--- src/rtl/uart_tx_frame.sv ---
// ---------------------------------------------------------------------------
// uart_tx_frame
//
// UART transmit framer. A byte and its externally generated parity bit are
// taken through a valid/ready handshake and shifted out on tx_out as:
//   start (0), 8 data bits LSB-first, optional parity slot, 1 or 2 stop (1).
// Every serial bit lasts CLKS_PER_BIT clocks, timed by an internal divider.
//
// Ports
//   clk          system clock, rising edge
//   rst_n        synchronous active-low reset
//   data_in      byte to transmit
//   parity_in    parity bit for data_in, sent unmodified in the parity slot
//   parity_type  01 odd / 10 even -> parity slot sent; 00 / 11 -> no slot
//   stop_bits    0: one stop bit, 1: two stop bits
//   in_valid     upstream offers a byte
//   in_ready     block can accept (IDLE and not in reset)
//   tx_out       registered serial line, idle high
//   busy         registered, high while a frame is on the line
//   tx_done      registered one-cycle pulse on the first IDLE cycle after a frame
// ---------------------------------------------------------------------------
module uart_tx_frame #(
  parameter int CLKS_PER_BIT = 16
) (
  input  logic       clk,
  input  logic       rst_n,
  input  logic [7:0] data_in,
  input  logic       parity_in,
  input  logic [1:0] parity_type,
  input  logic       stop_bits,
  input  logic       in_valid,
  output logic       in_ready,
  output logic       tx_out,
  output logic       busy,
  output logic       tx_done
);

  localparam int DIV_W = (CLKS_PER_BIT > 1) ? $clog2(CLKS_PER_BIT) : 1;
  localparam logic [DIV_W-1:0] DIV_LAST = DIV_W'(CLKS_PER_BIT - 1);

  typedef enum logic [2:0] {
    S_IDLE,
    S_START,
    S_DATA,
    S_PARITY,
    S_STOP
  } state_t;

  state_t           state_q;
  logic [DIV_W-1:0] div_q;
  logic [2:0]       bit_cnt_q;
  logic [7:0]       data_q;
  logic             parity_q;
  logic [1:0]       ptype_q;
  logic             stop2_q;
  logic             tx_q;
  logic             busy_q;
  logic             done_q;

  logic bit_end_d;
  logic has_parity_d;

  assign bit_end_d    = (div_q == DIV_LAST);
  assign has_parity_d = (ptype_q == 2'b01) || (ptype_q == 2'b10);

  assign in_ready = (state_q == S_IDLE) && rst_n;
  assign tx_out   = tx_q;
  assign busy     = busy_q;
  assign tx_done  = done_q;

  // tx_q is loaded with the value belonging to the state being entered, so
  // the line changes on the same edge as the state and needs no output decode.
  always_ff @(posedge clk) begin
    if (!rst_n) begin
      state_q   <= S_IDLE;
      div_q     <= '0;
      bit_cnt_q <= 3'd0;
      data_q    <= 8'd0;
      parity_q  <= 1'b0;
      ptype_q   <= 2'b00;
      stop2_q   <= 1'b0;
      tx_q      <= 1'b1;
      busy_q    <= 1'b0;
      done_q    <= 1'b0;
    end else begin
      done_q <= 1'b0;
      if (state_q == S_IDLE) begin
        // rst_n is high here, so in_ready reduces to the IDLE state check
        if (in_valid) begin
          data_q    <= data_in;
          parity_q  <= parity_in;
          ptype_q   <= parity_type;
          stop2_q   <= stop_bits;
          div_q     <= '0;
          bit_cnt_q <= 3'd0;
          state_q   <= S_START;
          tx_q      <= 1'b0;
          busy_q    <= 1'b1;
        end
      end else if (!bit_end_d) begin
        div_q <= div_q + DIV_W'(1);
      end else begin
        div_q <= '0;
        if (state_q == S_START) begin
          state_q <= S_DATA;
          tx_q    <= data_q[0];
        end else if (state_q == S_DATA) begin
          if (bit_cnt_q != 3'd7) begin
            bit_cnt_q <= bit_cnt_q + 3'd1;
            tx_q      <= data_q[bit_cnt_q + 3'd1];
          end else begin
            // bit counter is reused to count stop bits, so it restarts here
            bit_cnt_q <= 3'd0;
            if (has_parity_d) begin
              state_q <= S_PARITY;
              tx_q    <= parity_q;
            end else begin
              state_q <= S_STOP;
              tx_q    <= 1'b1;
            end
          end
        end else if (state_q == S_PARITY) begin
          state_q <= S_STOP;
          tx_q    <= 1'b1;
        end else if (state_q == S_STOP) begin
          if (stop2_q && (bit_cnt_q == 3'd0)) begin
            bit_cnt_q <= 3'd1;
          end else begin
            bit_cnt_q <= 3'd0;
            state_q   <= S_IDLE;
            tx_q      <= 1'b1;
            busy_q    <= 1'b0;
            done_q    <= 1'b1;
          end
        end else begin
          // unreachable encodings fall back to a clean idle line
          state_q <= S_IDLE;
          tx_q    <= 1'b1;
          busy_q  <= 1'b0;
        end
      end
    end
  end

endmodule

--- config.mk ---
export PLATFORM = sky130hd
export DESIGN_NAME = uart_tx_frame
export DESIGN_NICKNAME = d
export VERILOG_FILES = /design/src/rtl/uart_tx_frame.sv
export SDC_FILE = /design/constraint.sdc
export NUM_CORES = 1
export LEC_CHECK = 0
export CAP_MARGIN = 20
export CELL_PAD_IN_SITES_DETAIL_PLACEMENT = 1
export CELL_PAD_IN_SITES_GLOBAL_PLACEMENT = 1
export CORE_UTILIZATION = 40
export CTS_CLUSTER_SIZE = 28
export DETAILED_ROUTE_END_ITERATION = 8
export GPL_ROUTABILITY_DRIVEN = 1
export GPL_TIMING_DRIVEN = 0
export HOLD_SLACK_MARGIN = 0.03
export PLACE_DENSITY_LB_ADDON = 0.1
export RECOVER_POWER = 50
export SYNTH_ARGS = -nofsm -noshare
export SYNTH_HDL_FRONTEND = slang
export SYNTH_SLANG_ARGS = --single-unit
--- constraint.sdc ---
create_clock -name clk -period 4.3 [get_ports clk]
set_input_delay 0.86 -clock clk [delete_from_list [all_inputs] [get_ports clk]]
set_output_delay 0.86 -clock clk [all_outputs]
set_load 0.05 [all_outputs]
Yosys cells after proc, flatten, opt, wreduce, memory -nomap -nowiden. Index checks and enable logic that the tools add are counted.

Logic and storage cells: 88. Bits of input ports: 15. Output and inout port bits: 4. Register bits after elaboration: 25.

Eq/ne operators: 16. Add/sub/neg operators: 2. Reductions and logical operators: 13. Order comparisons: 1. Bitwise operators: 3. Mux-type cells: 43.

Operators by type and width (number): 3-bit two-way mux (18); 1-bit two-way mux (21); 4-bit two-way mux (3); 3-bit != test (second input constant) (3); 2-bit != test (second input constant) (4); 7-bit OR reduction (1); 3-bit by 2-bit == test with 1-bit output (second input constant) (2); 3-bit logical NOT (2); 6-bit != test (second input constant) (1); 6-bit AND reduction (1); 5-bit AND reduction (1); 4-bit by 1-bit adder with 4-bit output (second input constant) (1); 4-bit == test (second input constant) (1); 3-bit by 4-bit less-than comparator with 1-bit output (second input constant) (1); 4-bit != test (second input constant) (1); 4-bit AND reduction (1); 3-bit by 1-bit adder with 3-bit output (second input constant) (1); 1-bit binary-select mux with 3-bit select (1); 3-bit by 1-bit == test with 1-bit output (second input constant) (1); 3-bit == test (second input constant) (1); 1-bit NOT (3); 3-bit AND reduction (1); 3-bit nonzero test (1); 2-bit by 1-bit == test with 1-bit output (second input constant) (1); other kinds (5) (6).

Depth between registers and ports, before layout. Gate-level depths: netlist (run 1).

Word-level depth: 9. Mapped depth: 6. Gate-level depth less buffers: 6.

Worst setup path before layout (run 1). Ideal clock, no wire load.

Kind: input to output. From: input port rst_n. To: output port in_ready. Arrival time: 2.069 ns. Cell stages on the path: 4. Slack: 1.371 ns. Buffers on the path: 2. Data required time: 3.440 ns. Cell sequence: clkbuf_1 > inv_1 > clkbuf_1 > nor2_1.

Longest elaborated chain between the ends: 1.

Ends and longest elaborated chain: start: declaration (line 26) `input logic rst_n,`; 1-bit logical AND (line 66) `assign in_ready = (state_q == S_IDLE) && rst_n;`; end: declaration (line 32) `output logic in_ready,`.

Every way passes these cells.

Worst setup path after layout (run 1). Ends and elaborated chain as after synthesis.

==> results summary, run 1 <==
STA puts the critical path data arrival time at approximately 2.6 ns. The final worst slack came out at 0.8795 ns. The clock slew at the register clock pins of the worst setup and hold paths came out at about 0.15 ns.

The highest fanout seen on the critical path came out at 10. Dividing the detail-routed wire length by the instance count gives ~16 microns. In the final layout, the share of cells above drive strength 1 is about 7.6%.

Clock skew on the completed layout was measured at 0.01126 ns. The top cell types in the final layout, fill and taps aside, are sky130_fd_sc_hd__nand2_1 (33), sky130_fd_sc_hd__dfxtp_1 (25), sky130_fd_sc_hd__a21oi_1 (18), sky130_fd_sc_hd__clkdlybuf4s50_1 (16), sky130_fd_sc_hd__nor2_1 (10). After synthesis, the cell types taking the most area are sky130_fd_sc_hd__dfxtp_1 (40%), sky130_fd_sc_hd__nand2_1 (10%), sky130_fd_sc_hd__a21oi_1 (7.3%).

The synthesized instance count is between 150 and 200. Setup repair after global routing left no endpoint under its margin. The number of register bits inferred by synthesis came out at 25. The count of buffers added by post-CTS timing repair for setup came out at 0. The maximum operating frequency came out at 0.2924 GHz. The total overflow reported by the global router is 0.

The via density per instance came out at 5.724. The design internal power came out at ~340 uW. The first global-routing pass estimated approximately 5500 microns of wire. The synthesized netlist net count is 170.

The run finished with clean final reports. The clock net sink count came out at 25. After the first detailed-routing iteration, the DRC count stood at 19. The worst path uses 79.55% of the clock period.

Relative to the synthesized area, the layout overhead comes to 19.07%. The kind of capture point of the worst setup path is a primary output. The routed wire length is between 3000 and 4000 microns.

For this run, design rule violations remaining after detail routing come to 0. The final hold violation count is 0. The number of hold buffers added after CTS came out at 0.

The leakage power is 0.5525 nW. The area of the mapped netlist came out at 1240 sq um. A synthesized cell averages roughly 8.2 sq um. Summed over all instances, the cell type with the most area after synthesis is sky130_fd_sc_hd__dfxtp_1.

The vertical die dimension came out at 57.68 microns. The setup check on the worst reg-to-reg path leaves a slack of about 2.2 ns. The worst setup path is launched from a primary input.

VDD sags by at most 168.2 uV. The tree is rooted in a sky130_fd_sc_hd__clkbuf_4. The die area is 3326 sq um.

The proportion of total power due to net switching is between 30% and 40%. The path class of the tightest hold or removal check is flop to flop. Setup violations remaining at the end of the flow were counted as 0. Of the total power, the clock network draws approximately 22%. The part of the power in combinational logic is between 20% and 30%. The clock reaches the later pin of the worst-skew pair after 0.33 ns. Summed over all nets, the switching power comes to about 170 uW. The tool flagged a number of max-cap violations equal to 0. Power spread over the standard cell area amounts to roughly 340 nW/um^2. The top cell type's share of synthesized area came out at 40.36%. Summing over every cut layer, the via total after detailed routing is about 1200. The HPWL after detailed placement is 2486 microns. The longest clock path from root to sink contains 2 buffers. The async set or reset register ratio after synthesis is 0%. The pin count of the biggest net entering global routing came out at 15. The placer's final routability congestion estimate came out at roughly 0.80.

The total of cells resized after clock tree synthesis is 0. The global-route usage over all layers is roughly 22%. Sequential cells burn 52.1% of the power. The actual slew at the worst max-slew pin is 0.6593 ns. The number of max-slew violations in the final report is 0.

The number of input and output port buffers inserted is 17. The number of fill cells came out at ~360. The net count reported at finish came out at about 190. The kind of critical path is primary input to primary output. The most common cell after layout, fill and taps aside is sky130_fd_sc_hd__nand2_1. The number of distinct standard cells referenced by the synthesized netlist is 38.

The number of global-route vias before repair came to between 1000 and 1500. The count of H-tree levels built during CTS is 1. The count of flip-flops with a built-in enable after synthesis came out at 0. The shortest period the worst path allows is around 3.4 ns. The floorplan step defined a core boundary enclosing approximately 2900 sq um. For this run, the number of Yosys warnings is 0. Along the worst hold path, the cell count comes to 2.

The number of iterations in the first detailed-routing pass came out at 4. The effective utilization at floorplan is between 40% and 50%. Among all flip-flop cells after synthesis, the most frequent one is sky130_fd_sc_hd__dfxtp_1.

TritonCTS built the clock tree. STA puts the critical path data required time at 3.44 ns. The CTS buffer count is 3.

The number of placed I/O pins came out at 19. Counting cells, the worst reg-to-reg path comes to 6. The initial antenna violation count is 0. The number of antenna diodes in the final layout is 0.

The worst slew slack as a fraction of its limit is 55.71%. The count of standard-cell rows came out at 19. The number of antenna-violating nets in the routed design is 0.

The portion of the post-synthesis area used by sequential elements is roughly 40%. The placement-stage worst setup slack came out at about 0.86 ns. The floorplan step set the die width to 57.68 microns. The sum of negative setup slack came out at 0 ns.
## metrics by stage
step           cells  hold WS [ns]  total power [mW]  instance area, sq um  utilization [%]
2_1_floorplan    151        0.4331            0.3552                  1240                -
3_3_place_gp     199        0.4429            0.3947                  1449            50.79
3_5_place_dp     199        0.4553            0.4019                  1449            50.79
4_1_cts          203        0.4747            0.5098                  1476            51.75
5_1_grt          203        0.4922            0.5348                  1476            51.75
6_report         203        0.4708            0.5061                  1476            51.75
## cells in the mapped netlist, types with 2 or more instances
library cell               number
sky130_fd_sc_hd__mux4_2         2
sky130_fd_sc_hd__nand3b_1       3
sky130_fd_sc_hd__nand2_1       33
sky130_fd_sc_hd__or3_1          2
sky130_fd_sc_hd__a21oi_1       18
sky130_fd_sc_hd__nor3_1         2
sky130_fd_sc_hd__ha_1           4
sky130_fd_sc_hd__buf_2          3
sky130_fd_sc_hd__o21ai_0        3
sky130_fd_sc_hd__a211oi_1       3
sky130_fd_sc_hd__nor2b_1        2
sky130_fd_sc_hd__o22ai_1        2
sky130_fd_sc_hd__mux2i_1        3
sky130_fd_sc_hd__nand3_1        5
sky130_fd_sc_hd__or4b_1         2
sky130_fd_sc_hd__nor2_1        10
sky130_fd_sc_hd__dfxtp_1       25
sky130_fd_sc_hd__and3_1         2
sky130_fd_sc_hd__clkbuf_1       5
sky130_fd_sc_hd__inv_1          4
## registers in the layout, indices dropped and copies added, names as in the netlist
| signal | flops |
|---|---|
| data_q | 8 |
| stop2_q | 1 |
| tx_done | 1 |
| parity_q | 1 |
| tx_out | 1 |
| bit_cnt_q | 3 |
| state_q | 3 |
| div_q | 4 |
| busy | 1 |
| ptype_q | 2 |
## power by group through the flow
| stage | sequential [mW] | combinational (mW) | clock [mW] |
|---|---|---|---|
| final | 0.263 | 0.132 | 0.111 |
| after global routing | 0.266 | 0.146 | 0.123 |
| after CTS | 0.263 | 0.134 | 0.113 |
| after detailed placement | 0.268 | 0.133 | 0 |
| after global placement | 0.267 | 0.128 | 0 |
| after floorplan | 0.274 | 0.0816 | 0 |
## routing by layer
layer  global-route usage [%]  wire (microns)
met4                    7.483              18
met2                    35.71            1576
met5                        0               0
met1                    29.66            1532
met3                    2.009              59
## worst paths after layout
path                                           startpoint                       to
worst max-delay path                                rst_n                 in_ready
worst max register to register  bit_cnt_q[0]$_SDFFE_PN0P_  state_q[2]$_SDFFE_PN0P_
worst min register to register     data_q[5]$_SDFFE_PN0P_   data_q[5]$_SDFFE_PN0P_
worst min-delay path               data_q[5]$_SDFFE_PN0P_   data_q[5]$_SDFFE_PN0P_
## kinds of logic (layout without fill, tap and decap cells)
family,Yosys count,in the layout,share of synthesized area [%]
buffers and inverters,12,33,3.935
and+or+nand+nor,69,69,27.35
adders and majority gates,4,4,4.036
DFF,25,25,40.36
xor gates and xnor gates,1,1,0.7065
AOI/OAI and AO/OA,35,35,17.56
muxes,5,5,6.054
## final cells by class
cell class / instances / area, sq um / area share (%)
Tap cell: 31 / 38.79 / 2.627
Sequential cell: 25 / 500.5 / 33.90
Clock inverter: 1 / 5.005 / 0.3390
Timing Repair Buffer: 17 / 170.2 / 11.53
Inverter: 4 / 15.01 / 1.017
Multi-Input combinational cell: 114 / 690.7 / 46.78
Buffer: 8 / 33.78 / 2.288
Clock buffer: 3 / 22.52 / 1.525
## worst max-delay path: stages
cell and delay, ns:
sky130_fd_sc_hd__clkbuf_1 0.32, sky130_fd_sc_hd__inv_1 0.14, sky130_fd_sc_hd__clkbuf_1 0.28, sky130_fd_sc_hd__nor2_1 0.16, sky130_fd_sc_hd__clkdlybuf4s50_1 0.81
Note: power is estimated with default switching activity, not from simulation.
==> run 2, diff against run 1 <==
--- a/config.mk
+++ b/config.mk
@@ -8,7 +8,7 @@
 export CAP_MARGIN = 20
 export CELL_PAD_IN_SITES_DETAIL_PLACEMENT = 1
 export CELL_PAD_IN_SITES_GLOBAL_PLACEMENT = 1
-export CORE_UTILIZATION = 40
+export CORE_UTILIZATION = 39
 export CTS_CLUSTER_SIZE = 28
 export DETAILED_ROUTE_END_ITERATION = 8
 export GPL_ROUTABILITY_DRIVEN = 1
==> constraint.sdc (replaced) <==
create_clock -name clk -period 3.4 [get_ports clk]
set_input_delay 0.68 -clock clk [delete_from_list [all_inputs] [get_ports clk]]
set_output_delay 0.68 -clock clk [all_outputs]
set_load 0.05 [all_outputs]
==> run 2 against run 1 <==
Against the previous run: register-to-register slack worse by 1.1 ns; die area is 2.5% higher; cell area grew 0.59%; power increased by 26%; via count fell by 0.95%; global-route usage grew 0.22 points; flip-flop and latch count unchanged; final cell count rose by 6.4%; wire length is 4.8% higher; worst hold slack improved by 0.0029 ns; critical path depth did not move; critical endpoint unchanged; largest cell class unchanged; highest routed layer unchanged.
==> results summary, run 2 (synthesis gave the netlist of run 1 again) <==
The vertical die dimension is 58.39 microns (+1.2%). The critical path goes through clkbuf_1 -> inv_1 -> clkbuf_1 -> nor2_1 -> clkdlybuf4s50_1. The number of antenna diodes came to 0 (unchanged).

The sum of negative setup slack came out at 0 ns (unchanged). The shortest period the worst path allows is a little over 3 ns. The number of flip-flops under the largest register name came to 8 (unchanged). The startpoint identified for the worst hold timing path is parity_q$_SDFFE_PN0P_. The final hold violation count came to 0 (unchanged). The min-delay analysis places its worst path in the category flop to flop. The post-route total power is 637.4 uW (+26%). The power density over the cells is 429.2 nW/um^2 (+25%). The endpoint identified for the worst register-to-register timing path is data_q[0]$_SDFFE_PN0P_. The met1 track demand over resource in global routing is 29.64% (about the same).

The design internal power is 427.0 uW (+26%). The total overflow reported by the global router is 0 (unchanged). TritonCTS built the clock tree. The max-capacitance violation count is 0 (unchanged).

The worst-case clock skew is 0.002015 ns (-0.009249 ns). The maximum clock insertion buffer count is 2 (unchanged). The number of cells in the design after placement came out at 212 (+6.5%). The number of iterations in the first detailed-routing pass is 4 (unchanged). The path with the worst hold slack has its endpoint at parity_q$_SDFFE_PN0P_. The clock slew at the register clock pins of the worst setup and hold paths is 0.14 ns (about the same). The proportion of power drawn by the clock network is 21.4% (-0.5 points).

The average wire per cell in the routed design was 15.45 microns (-1.5%). The internal reg-to-reg setup slack came out at 1.12 ns (-1.10 ns). The clock net sink count came out at 25 (unchanged).

The leakage power is 0.5439 nW (-1.6%). The biggest cell delay along the critical path came out at 0.81 ns (about the same). The highest fanout seen on the critical path came out at 10 (unchanged). The global-route wire length before repair is 5575 microns (+0.76%). The count of H-tree levels built during CTS was 1 (unchanged). The final non-filler cell area came out at 1485 sq um (+0.59%). The element type at the critical path start is a primary input. The initial antenna violation count came out at 0 (unchanged). On the critical path, the stage with the largest delay is an instance of sky130_fd_sc_hd__clkdlybuf4s50_1. The net count reported at finish came out at 192 (unchanged). The register with the highest flop count is data_q. The flow ran to the end, and the final reports show no timing, DRC or antenna violations.

The placer's final routability congestion estimate is 0.7841 (-1.7%). The die area came out at 3409 sq um (+2.5%). The worst slew slack as a fraction of its limit came out at 46.54% (-9.2 points). The global routing stage identified its most utilized layer as met2. The effective utilization at floorplan is 40.95% (-2.5 points).

The hold path depth came to 2 (unchanged). The count of standard-cell rows is 20 (+1). CTS placed an instance of sky130_fd_sc_hd__clkbuf_4 at the clock tree root. The relative contribution of sequential cells to total power came out at 52.3% (+0.2 points). The via density per instance came out at 5.329 (-6.9%).

The kind of critical path is primary input to primary output. The proportion of total power due to net switching was 33.01% (-0.074 points). The global routing met3 resource utilization was 1.978% (-0.031 points). The library cell used most frequently in the layout, excluding fill and tap cells, is sky130_fd_sc_hd__nand2_1. The CTS buffer count came out at 3 (unchanged). In the layout the commonest cells are sky130_fd_sc_hd__nand2_1 (33), sky130_fd_sc_hd__dfxtp_1 (25), sky130_fd_sc_hd__a21oi_1 (18), sky130_fd_sc_hd__clkdlybuf4s50_1 (17), sky130_fd_sc_hd__nor2_1 (10). The number of remaining DRC errors came out at 0 (unchanged).

The number of DRC markers in iteration 0 came out at 26 (+7). The maximum VDD drop was 172.7 uV (+2.7%). The global-route usage over all layers came out at 21.78% (+0.22 points). The logic depth of the worst register-to-register path came to 5 (-1). The clock insertion delay at the later pin of the skew report came out at 0.32 ns (about the same). The total of cells resized after clock tree synthesis is 0 (unchanged). The worst hold slack after final layout came out at 0.4737 ns (+0.002875 ns).

The area after detailed placement came out at 1465 sq um (+1.1%). The actual slew at the worst max-slew pin came out at 0.7958 ns (+0.1365 ns). In the final layout, the registers with the most flip-flops are data_q x8, div_q x4.

The number of global-route vias before repair is 1140 (-3.7%). The number of input and output port buffers inserted came out at 17 (unchanged). The part of the power in combinational logic is 26.3% (+0.2 points). The count of buffers added by post-CTS timing repair for setup came out at 0 (unchanged). The synthesis-to-layout area growth is 19.78%.

The net load switching power is 210.4 uW (+26%). The number of hold buffers added after CTS is 0 (unchanged). The routed wire length is 3338 microns (+4.8%). The final number of setup-violating endpoints came out at 0 (unchanged).

By instance count, the cell type seen most on the critical path is sky130_fd_sc_hd__clkbuf_1. The HPWL after detailed placement is 2562 microns (+3.0%). The number of max-slew violations in the final report was 0 (unchanged).

The die span in x is 58.39 microns (+1.2%). Setup repair after global routing left no endpoint under its margin. The maximum operating frequency is roughly 0.32 GHz. The share of layout cells above drive strength 1 came out at 5.814% (-1.7 points).

The number of placed I/O pins is 19 (unchanged). The number of antenna-violating nets in the routed design came out at 0 (unchanged). The pin count of the biggest net entering global routing came out at 15 (unchanged). The final worst-path cycle share came out at between 90 and 100%. The final cell count without fillers came out at 216 (+6.4%). The worst path required time was 2.72 ns (-0.72 ns). The core footprint is 3028 sq um (+6.1%).

The via count is 1151 (-0.95%). The origin of the critical flop-to-flop path is state_q[2]$_SDFFE_PN0P_. The worst setup path is captured at a primary output. The signal arrival time at the worst endpoint came out at 2.41 ns (-0.15 ns). The global routing met2 resource utilization is 36.45% (+0.74 points).
==> run 2: worst max-delay path by stage <==
stage,start,end,slack (ns),cells after the start
2_1_floorplan,rst_n,in_ready,0.83,4
3_3_place_gp,rst_n,in_ready,0.32,5
3_5_place_dp,rst_n,in_ready,0.30,5
4_1_cts,rst_n,in_ready,0.30,5
5_1_grt,rst_n,in_ready,0.21,5
6_report,rst_n,in_ready,0.31,5
==> run 2: power groups by stage <==
stage	Clock [mW]	Combinational [mW]	Sequential [mW]
3_3_place_gp	0	0.162	0.339
4_1_cts	0.142	0.170	0.334
2_1_floorplan	0	0.103	0.346
5_1_grt	0.153	0.186	0.337
3_5_place_dp	0	0.169	0.340
6_report	0.137	0.168	0.333
==> run 2: cell type report <==
type                       count  area, sq um
multi-input combinational    114        685.7
clock inverter                 1        5.005
inverter                       4        15.01
tap                           44        55.05
timing repair buffer          17        170.2
fill                         387         1543
buffer                         8        31.28
sequential                    25        500.5
clock buffer                   3        22.52
==> run 2: stage by stage <==
step | setup WS (ns) | utilization (%)
3_3_place_gp | 0.3198 | 48.39
6_report | 0.3054 | 49.05
4_1_cts | 0.2980 | 49.30
5_1_grt | 0.2071 | 49.05
3_5_place_dp | 0.3018 | 48.39
2_1_floorplan | 0.8312 | -
==> run 2: worst max-delay path, delay by kind of cell <==
family	cells	cell delay (ns)
buffers and inverters	4	1.56
and+or+nand+nor	1	0.17
==> run 2: layer usage <==
metal	part of all wire (%)	wire, microns	up-vias
met3	1.8	59	5
met4	1.4	47	0
met5	0	0	-
li1	-	-	574
met1	49	1625	557
met2	48	1605	15
